**src/rtl/brick_hit_ctrl.sv**
```systemverilog
// Per-frame ball/brick collision controller: probes up to three map cells around the
// ball's leading corner, then issues clear/pull-up commands and reports bounce and score.
module brick_hit_ctrl #(
  parameter int ROWS    = 10,
  parameter int COLS    = 20,
  parameter int X_OFF   = 0,
  parameter int Y_OFF   = 32,
  parameter int CELL_W  = 32,
  parameter int CELL_H  = 16,
  parameter int BALL_SZ = 8
) (
  input  logic            clock,
  input  logic            reset,
  input  logic            start,
  input  logic [9:0]      ball_x,
  input  logic [9:0]      ball_y,
  input  logic            dx_neg,
  input  logic            dy_neg,
  input  logic [3:0]      cell_kind,
  output logic            map_en,
  output logic [1:0]      map_func,
  output logic [ROWS-1:0] map_row,
  output logic [COLS-1:0] map_col,
  output logic            busy,
  output logic            done,
  output logic            flip_x,
  output logic            flip_y,
  output logic [3:0]      hit_kind,
  output logic [3:0]      score_inc
);

  localparam int CW_SH = $clog2(CELL_W);
  localparam int CH_SH = $clog2(CELL_H);

  typedef enum logic [3:0] {
    IDLE, PROBE_H, PROBE_V, PROBE_D, CLR_H, CLR_V, CLR_D, PULL, DONE
  } state_t;

  state_t state_reg, state_next;

  function automatic logic [4:0] kind_pts(input logic [3:0] k);
    case (k)
      4'b0001: return 5'd1;
      4'b0010: return 5'd5;
      4'b1000: return 5'd2;
      default: return 5'd0;
    endcase
  endfunction

  // Pixel coordinates: index 0 is the leading edge, index 1 the centre.
  logic [1:0][10:0]     x_pix, y_pix;
  logic [1:0][COLS-1:0] col_oh;
  logic [1:0][ROWS-1:0] row_oh;

  assign x_pix[0] = dx_neg ? {1'b0, ball_x} : {1'b0, ball_x} + 11'(BALL_SZ - 1);
  assign y_pix[0] = dy_neg ? {1'b0, ball_y} : {1'b0, ball_y} + 11'(BALL_SZ - 1);
  assign x_pix[1] = {1'b0, ball_x} + 11'(BALL_SZ / 2 - 1);
  assign y_pix[1] = {1'b0, ball_y} + 11'(BALL_SZ / 2 - 1);

  genvar gi, gj;
  generate
    for (gi = 0; gi < 2; gi++) begin : g_axis
      logic [11:0] x_rel, y_rel;
      logic [10:0] x_idx, y_idx;
      // Bit 11 of the difference flags a coordinate left of / above the field.
      assign x_rel = {1'b0, x_pix[gi]} - 12'(X_OFF);
      assign y_rel = {1'b0, y_pix[gi]} - 12'(Y_OFF);
      assign x_idx = x_rel[10:0] >> CW_SH;
      assign y_idx = y_rel[10:0] >> CH_SH;
      for (gj = 0; gj < COLS; gj++) begin : g_col
        assign col_oh[gi][gj] = !x_rel[11] && (x_idx == 11'(gj));
      end
      for (gj = 0; gj < ROWS; gj++) begin : g_row
        assign row_oh[gi][gj] = !y_rel[11] && (y_idx == 11'(gj));
      end
    end
  endgenerate

  // A cell with either index outside the field selects nothing at all.
  logic            h_ok, v_ok, d_ok;
  logic [ROWS-1:0] h_row_calc, v_row_calc, d_row_calc;
  logic [COLS-1:0] h_col_calc, v_col_calc, d_col_calc;

  assign h_ok = (|row_oh[1]) && (|col_oh[0]);
  assign v_ok = (|row_oh[0]) && (|col_oh[1]);
  assign d_ok = (|row_oh[0]) && (|col_oh[0]);
  assign h_row_calc = h_ok ? row_oh[1] : '0;
  assign h_col_calc = h_ok ? col_oh[0] : '0;
  assign v_row_calc = v_ok ? row_oh[0] : '0;
  assign v_col_calc = v_ok ? col_oh[1] : '0;
  assign d_row_calc = d_ok ? row_oh[0] : '0;
  assign d_col_calc = d_ok ? col_oh[0] : '0;

  logic [ROWS-1:0] h_row_reg, v_row_reg, d_row_reg;
  logic [COLS-1:0] h_col_reg, v_col_reg, d_col_reg;
  logic [3:0]      kind_h_reg, kind_v_reg, kind_d_reg;

  logic            map_en_reg, map_en_next;
  logic [1:0]      map_func_reg, map_func_next;
  logic [ROWS-1:0] map_row_reg, map_row_next;
  logic [COLS-1:0] map_col_reg, map_col_next;
  logic            busy_reg, busy_next, done_reg, done_next;
  logic            flip_x_reg, flip_x_next, flip_y_reg, flip_y_next;
  logic [3:0]      hit_kind_reg, hit_kind_next, score_reg, score_next;

  // Result evaluation; in PROBE_D the diagonal kind comes straight from the map.
  logic       d_dup, v_dup, d_valid;
  logic [3:0] kd_fresh, kd;
  logic       clr_h, clr_v, clr_d, pull;
  logic [4:0] pts_h, pts_v, pts_d, pts_sum;
  logic [3:0] score_sat;

  assign d_valid  = |d_row_reg;
  assign d_dup    = ((d_row_reg == h_row_reg) && (d_col_reg == h_col_reg)) ||
                    ((d_row_reg == v_row_reg) && (d_col_reg == v_col_reg));
  assign kd_fresh = (d_valid && !d_dup && (kind_h_reg == 4'd0) && (kind_v_reg == 4'd0))
                    ? cell_kind : 4'd0;
  assign kd       = (state_reg == PROBE_D) ? kd_fresh : kind_d_reg;
  // A ball sitting inside one cell probes it twice; it is cleared and scored only once.
  assign v_dup    = (v_row_reg == h_row_reg) && (v_col_reg == h_col_reg);

  assign pts_h = kind_pts(kind_h_reg);
  assign pts_v = v_dup ? 5'd0 : kind_pts(kind_v_reg);
  assign pts_d = kind_pts(kd);
  assign clr_h = pts_h != 5'd0;
  assign clr_v = pts_v != 5'd0;
  assign clr_d = pts_d != 5'd0;
  assign pull  = (clr_h && kind_h_reg == 4'b1000) || (clr_v && kind_v_reg == 4'b1000) ||
                 (clr_d && kd == 4'b1000);
  assign pts_sum   = pts_h + pts_v + pts_d;
  assign score_sat = (pts_sum > 5'd15) ? 4'd15 : pts_sum[3:0];

  state_t after_p, after_h, after_v, after_d;
  assign after_d = pull  ? PULL  : DONE;
  assign after_v = clr_d ? CLR_D : after_d;
  assign after_h = clr_v ? CLR_V : after_v;
  assign after_p = clr_h ? CLR_H : after_h;

  always_comb begin
    state_next = state_reg;
    unique case (state_reg)
      IDLE:    state_next = start ? PROBE_H : IDLE;
      PROBE_H: state_next = PROBE_V;
      PROBE_V: state_next = PROBE_D;
      PROBE_D: state_next = after_p;
      CLR_H:   state_next = after_h;
      CLR_V:   state_next = after_v;
      CLR_D:   state_next = after_d;
      PULL:    state_next = DONE;
      DONE:    state_next = IDLE;
      default: state_next = IDLE;
    endcase
  end

  // Outputs are decoded from the upcoming state so the registers line up with it.
  always_comb begin
    map_en_next   = 1'b0;
    map_func_next = 2'b00;
    map_row_next  = '0;
    map_col_next  = '0;
    busy_next     = 1'b0;
    done_next     = 1'b0;
    flip_x_next   = 1'b0;
    flip_y_next   = 1'b0;
    hit_kind_next = 4'd0;
    score_next    = 4'd0;
    unique case (state_next)
      PROBE_H: begin
        busy_next    = 1'b1;
        map_row_next = (state_reg == IDLE) ? h_row_calc : h_row_reg;
        map_col_next = (state_reg == IDLE) ? h_col_calc : h_col_reg;
      end
      PROBE_V: begin
        busy_next    = 1'b1;
        map_row_next = v_row_reg;
        map_col_next = v_col_reg;
      end
      PROBE_D: begin
        busy_next    = 1'b1;
        map_row_next = d_row_reg;
        map_col_next = d_col_reg;
      end
      CLR_H: begin
        busy_next    = 1'b1;
        map_en_next  = 1'b1;
        map_row_next = h_row_reg;
        map_col_next = h_col_reg;
      end
      CLR_V: begin
        busy_next    = 1'b1;
        map_en_next  = 1'b1;
        map_row_next = v_row_reg;
        map_col_next = v_col_reg;
      end
      CLR_D: begin
        busy_next    = 1'b1;
        map_en_next  = 1'b1;
        map_row_next = d_row_reg;
        map_col_next = d_col_reg;
      end
      PULL: begin
        busy_next     = 1'b1;
        map_en_next   = 1'b1;
        map_func_next = 2'b11;
      end
      DONE: begin
        done_next     = 1'b1;
        flip_x_next   = (kind_h_reg != 4'd0) || (kd != 4'd0);
        flip_y_next   = (kind_v_reg != 4'd0) || (kd != 4'd0);
        hit_kind_next = kind_h_reg | kind_v_reg | kd;
        score_next    = score_sat;
      end
      default: ;
    endcase
  end

  always_ff @(posedge clock) begin
    if (reset) begin
      state_reg    <= IDLE;
      map_en_reg   <= 1'b0;
      map_func_reg <= 2'b00;
      map_row_reg  <= '0;
      map_col_reg  <= '0;
      busy_reg     <= 1'b0;
      done_reg     <= 1'b0;
      flip_x_reg   <= 1'b0;
      flip_y_reg   <= 1'b0;
      hit_kind_reg <= 4'd0;
      score_reg    <= 4'd0;
      h_row_reg    <= '0;
      v_row_reg    <= '0;
      d_row_reg    <= '0;
      h_col_reg    <= '0;
      v_col_reg    <= '0;
      d_col_reg    <= '0;
      kind_h_reg   <= 4'd0;
      kind_v_reg   <= 4'd0;
      kind_d_reg   <= 4'd0;
    end else begin
      state_reg    <= state_next;
      map_en_reg   <= map_en_next;
      map_func_reg <= map_func_next;
      map_row_reg  <= map_row_next;
      map_col_reg  <= map_col_next;
      busy_reg     <= busy_next;
      done_reg     <= done_next;
      flip_x_reg   <= flip_x_next;
      flip_y_reg   <= flip_y_next;
      hit_kind_reg <= hit_kind_next;
      score_reg    <= score_next;
      if (state_reg == IDLE && start) begin
        h_row_reg  <= h_row_calc;
        h_col_reg  <= h_col_calc;
        v_row_reg  <= v_row_calc;
        v_col_reg  <= v_col_calc;
        d_row_reg  <= d_row_calc;
        d_col_reg  <= d_col_calc;
        kind_h_reg <= 4'd0;
        kind_v_reg <= 4'd0;
        kind_d_reg <= 4'd0;
      end
      if (state_reg == PROBE_H) kind_h_reg <= (|h_row_reg) ? cell_kind : 4'd0;
      if (state_reg == PROBE_V) kind_v_reg <= (|v_row_reg) ? cell_kind : 4'd0;
      if (state_reg == PROBE_D) kind_d_reg <= kd_fresh;
    end
  end

  assign map_en    = map_en_reg;
  assign map_func  = map_func_reg;
  assign map_row   = map_row_reg;
  assign map_col   = map_col_reg;
  assign busy      = busy_reg;
  assign done      = done_reg;
  assign flip_x    = flip_x_reg;
  assign flip_y    = flip_y_reg;
  assign hit_kind  = hit_kind_reg;
  assign score_inc = score_reg;

endmodule

```
**config.mk**
```make
export PLATFORM = sky130hd
export DESIGN_NAME = brick_hit_ctrl
export DESIGN_NICKNAME = d
export VERILOG_FILES = /design/src/rtl/brick_hit_ctrl.sv
export SDC_FILE = /design/constraint.sdc
export NUM_CORES = 1
export LEC_CHECK = 0
export BUFFER_PORTS_ARGS = -buffer_cell sky130_fd_sc_hd__buf_2
export CAP_MARGIN = 40
export CORE_MARGIN = 5
export CORE_UTILIZATION = 55
export DETAILED_ROUTE_END_ITERATION = 8
export GPL_ROUTABILITY_DRIVEN = 0
export GPL_TIMING_DRIVEN = 0
export PLACE_DENSITY_LB_ADDON = 0.25
export SLEW_MARGIN = 20
export SYNTH_ARGS = -nofsm -noshare
export SYNTH_HDL_FRONTEND = slang
export SYNTH_SLANG_ARGS = --single-unit
```
**constraint.sdc**
```tcl
create_clock -name clock -period 3.89 [get_ports clock]
set_clock_uncertainty 0.2 [all_clocks]
set_input_delay 0.778 -clock clock [delete_from_list [all_inputs] [get_ports clock]]
set_output_delay 0.778 -clock clock [all_outputs]
set_load 0.05 [all_outputs]
```
==> qor.csv <==
stage;metric;value;unit
timing;fmax;264;MHz
cts;clk buf depth;2;
cts;hold_buf cts;0;
floorplan;placeable core area;0.0144;mm^2
worst_setup_path;CP cell instances;xor2_1, nor4_2, nand4_1, buf_4, o22ai_1, o21a_1, nand3_1, inv_1, fa_1, ha_1, fa_1, o21ai_0, nor2_1;
cts;clock latency on the worst-skew pair;0.43;ns
worst_setup_path;kind of critical path;reg2reg;
timing;Final Hold Fails;0;
synth;Synth top area share;37.4;%
run;number of max-cap violations;0;
worst_setup_path;CP Launch Type;flop;
worst_setup_path;R2R cell count;13;
timing;max_slew headroom;44.4;%
power_and_ir_drop;maximum vdd ir drop;0.306;mV
synth;Ys Warns;0;
power_and_ir_drop;PD cells;382;mW/mm^2
synth;Post-synth EDFFs;0;
floorplan;die area;0.0171;mm^2
cts;clk sink count;150;
worst_setup_path;crit-path max cell delay;0.48;ns
timing;fin. max-slew vios;0;
synth;syn_area_per_cell;8.52;um^2
cts;CTS tree;built;
timing;RSZ-0062 raised after global routing;true;
timing;setup violation total in the final timing report;0;
worst_hold_path;Hold Path Sink;kind_d_reg[1];
synth;Synth cell types;72;
grt;largest net degree at the start of global routing;17;
power_and_ir_drop;NetSw;0.939;mW
final_layout;area growth from synthesis to layout;16.0;%
worst_setup_path;worst reg2reg startpoint;d_row_reg[2];
worst_hold_path;type of the tightest min-delay check;reg2reg;
cts;H-Tree Level Count;4;
worst_setup_path;Critical Path AT;3.91;ns
cts;Root Buffer;clkbuf_16;
worst_hold_path;hold_sp;kind_d_reg[1];
power_and_ir_drop;Gate power share;10.6;%
worst_hold_path;hold depth;2;
power_and_ir_drop;Flop pwr share;43.7;%
synth;post-synthesis instance total;942;
worst_setup_path;top cell family by delay on the critical path;adder cells;
floorplan;I/O Pins;74;
worst_setup_path;Critical Path RT;4.00;ns
grt;Tot GR Track Use;30.7;%
worst_setup_path;CP bufs+invs;2;
final_layout;nets@finish;1073;
routing;Remaining DRCs;0;
grt;initial antenna violation count;0;
floorplan;Die W;131;um
grt;vias in the first global route;7367;
worst_setup_path;crit path max fanout;6;
synth;register area share after synthesis;37.4;%
routing;first-pass iteration count of the detailed router;7;
power_and_ir_drop;Clock Power Share;45.7;%
routing;Routed WL;26.0;mm
synth;largest area contributor in the netlist;dfxtp_1;
worst_setup_path;CP Capture Type;flop;
final_layout;share of cells above drive strength 1;14.7;%
timing;min Tclk post-route;3.79;ns
worst_setup_path;Critical Path Most Common Cell;fa_1;
floorplan;Rows;44;
run_status;outcome;finished clean;
synth;synth top area cells;dfxtp_1 37%, xor2_1 10%, a22oi_1 9.2%, nor2_1 7.7%, a222oi_1 3.0%;
grt;first-pass GRT wire length;40.1;mm
synth;Primary FF master, synth;dfxtp_1;
worst_setup_path;Slowest-stage cell, CP;dfxtp_1;
routing;antenna viol nets, final;0;
final_layout;ANT cells;0;
timing;Tightest Pin Transition;0.826;ns
final_layout;Finished Layout Cells;1234;
worst_setup_path;R2R Path End;score_inc[3];
power_and_ir_drop;Pleak;4.12;nW
synth;fraction of registers with async set/reset;0;%
routing;vias per inst;6.47;
timing;setup TNS;0;ns
synth;syn nets;978;
timing;part of the cycle the worst path needs;97.5;%
place;DP Cell Count;1195;
power_and_ir_drop;Net Sw Frac;26.4;%
place;I/O Buffers;67;
cts;TritonCTS buffer count;17;
routing;DRT iter0 DRCs;1033;
synth;post-synth design cell area;0.00802;mm^2
worst_setup_path;Reg2Reg Setup Slack;0.1;ns
routing;vias;7988;
synth;register bit total from synthesis;150;
grt;overflow left after global routing;0;
place;Final HPWL DP;19.4;mm
synth;commonest cells in the synthesized netlist;164 x nor2_1, 150 x dfxtp_1, 98 x a22oi_1;
floorplan;chip height;131;um
power_and_ir_drop;cell internal pwr;2.62;mW
floorplan;Initial Utilization;55.6;%
routing;Avg WL per Cell;21.0;um
synth;most instantiated library cell after synthesis;nor2_1;
cts;clk slew on worst S/H paths;0.06;ns
[worst reg2reg max path, cell delays in order, from the launching register on]
cell and delay (ns):
dfxtp_1 0.48, xor2_1 0.19, nor4_2 0.34, nand4_1 0.29, buf_4 0.24, o22ai_1 0.13, o21a_1 0.20, nand3_1 0.19
inv_1 0.14, fa_1 0.40, ha_1 0.25, fa_1 0.43, o21ai_0 0.15, nor2_1 0.05
[area by class of cell]
| cell class | instances | area (um^2) |
|---|---|---|
| inverters | 29 | 109 |
| clock buffers | 22 | 464 |
| clock inverters | 10 | 121 |
| multi-input cells | 700 | 4730 |
| fillers | 1262 | 5110 |
| plain buffers | 63 | 251 |
| well taps | 184 | 230 |
| flip-flops and latches | 150 | 3010 |
| repair buffers | 76 | 402 |
[cell families after synthesis]
| kind of cell | Yosys count | synth area share, % |
|---|---|---|
| flops | 150 | 37.4 |
| buf+inv | 92 | 4.49 |
| mux | 2 | 0.250 |
| xor+xnor | 107 | 11.7 |
| fa+ha+maj | 7 | 1.47 |
| simple gates | 339 | 21.0 |
| compound gates | 245 | 23.7 |
[power groups by stage]
| stage | clock [mW] | combinational (mW) | sequential [mW] |
|---|---|---|---|
| after floorplan | 0 | 0.218 | 1.59 |
| after global placement | 0 | 0.345 | 1.59 |
| after detailed placement | 0 | 0.350 | 1.59 |
| after CTS | 1.63 | 0.352 | 1.55 |
| after global routing | 1.71 | 0.401 | 1.55 |
| final | 1.63 | 0.379 | 1.55 |
[per-stage QoR]
step	utilization (%)	hold slack (ns)	setup WS, ns	instance area (um^2)	power, mW
after global placement	59.5	0.266	-0.427	8590	1.93
after floorplan	-	0.253	0.340	8020	1.81
after CTS	63.8	0.293	0.00316	9200	3.54
after detailed placement	59.7	0.277	-0.435	8610	1.94
final	64.5	0.294	0.0956	9310	3.56
after global routing	64.5	0.325	-0.113	9310	3.66
[worst max-delay path by stage]
stage,start,slack (ns),cells after the start,end
floorplan,ball_y[2],0.34,12,v_col_reg[12]
global placement,ball_y[2],-0.43,12,d_col_reg[10]
detailed placement,ball_y[2],-0.44,14,d_col_reg[11]
CTS,ball_y[2],0.003,14,d_col_reg[11]
global route,d_row_reg[2],-0.11,13,score_inc[3]
finish,d_row_reg[2],0.1,13,score_inc[3]
[layout by cell type (no fill, tap or decap), types with 4 or more instances in the layout]
cell type   netlist  routed
dfxtp_1         150     147
nor3_1           25      25
a22oi_1          98      98
or4_1             4       4
clkinvlp_4        0       4
nand4_1           7       7
and3_1            4       4
a21oi_1          28      28
a31oi_1           8       8
a21boi_0          8       8
nand2b_1          8       8
a222oi_1         24      24
o21a_1            4       4
or2_2             4       4
buf_4             1       7
xor2_1           96      96
nand2_1          41      41
fa_1              4       4
nor4_1           28      23
nor2b_1           8       8
nor2_1          164     161
clkbuf_1         51      54
xnor2_1          11      11
a22o_1            5       5
nor4_2            4       8
o21ai_0          18      16
a221oi_1         22      22
inv_1            29      29
nand3_1          10      10
nand3b_1          4       4
and2_1            9       9
clkbuf_16         0      17
buf_2             8      76
[repair_timing]
item / CTS / global route
setup buffers: 0 / 6
gates resized for setup: 0 / 17
setup endpoints to repair: 0 / 45
[per-layer routing]
metal,track usage (%),wire length [um],up-vias
met5,0,0,-
met4,15.9,1390,0
met3,6.02,3040,106
met2,47.9,11600,546
met1,40.3,9980,3696
li1,-,-,3640
Power figures use the tool's default switching activity.
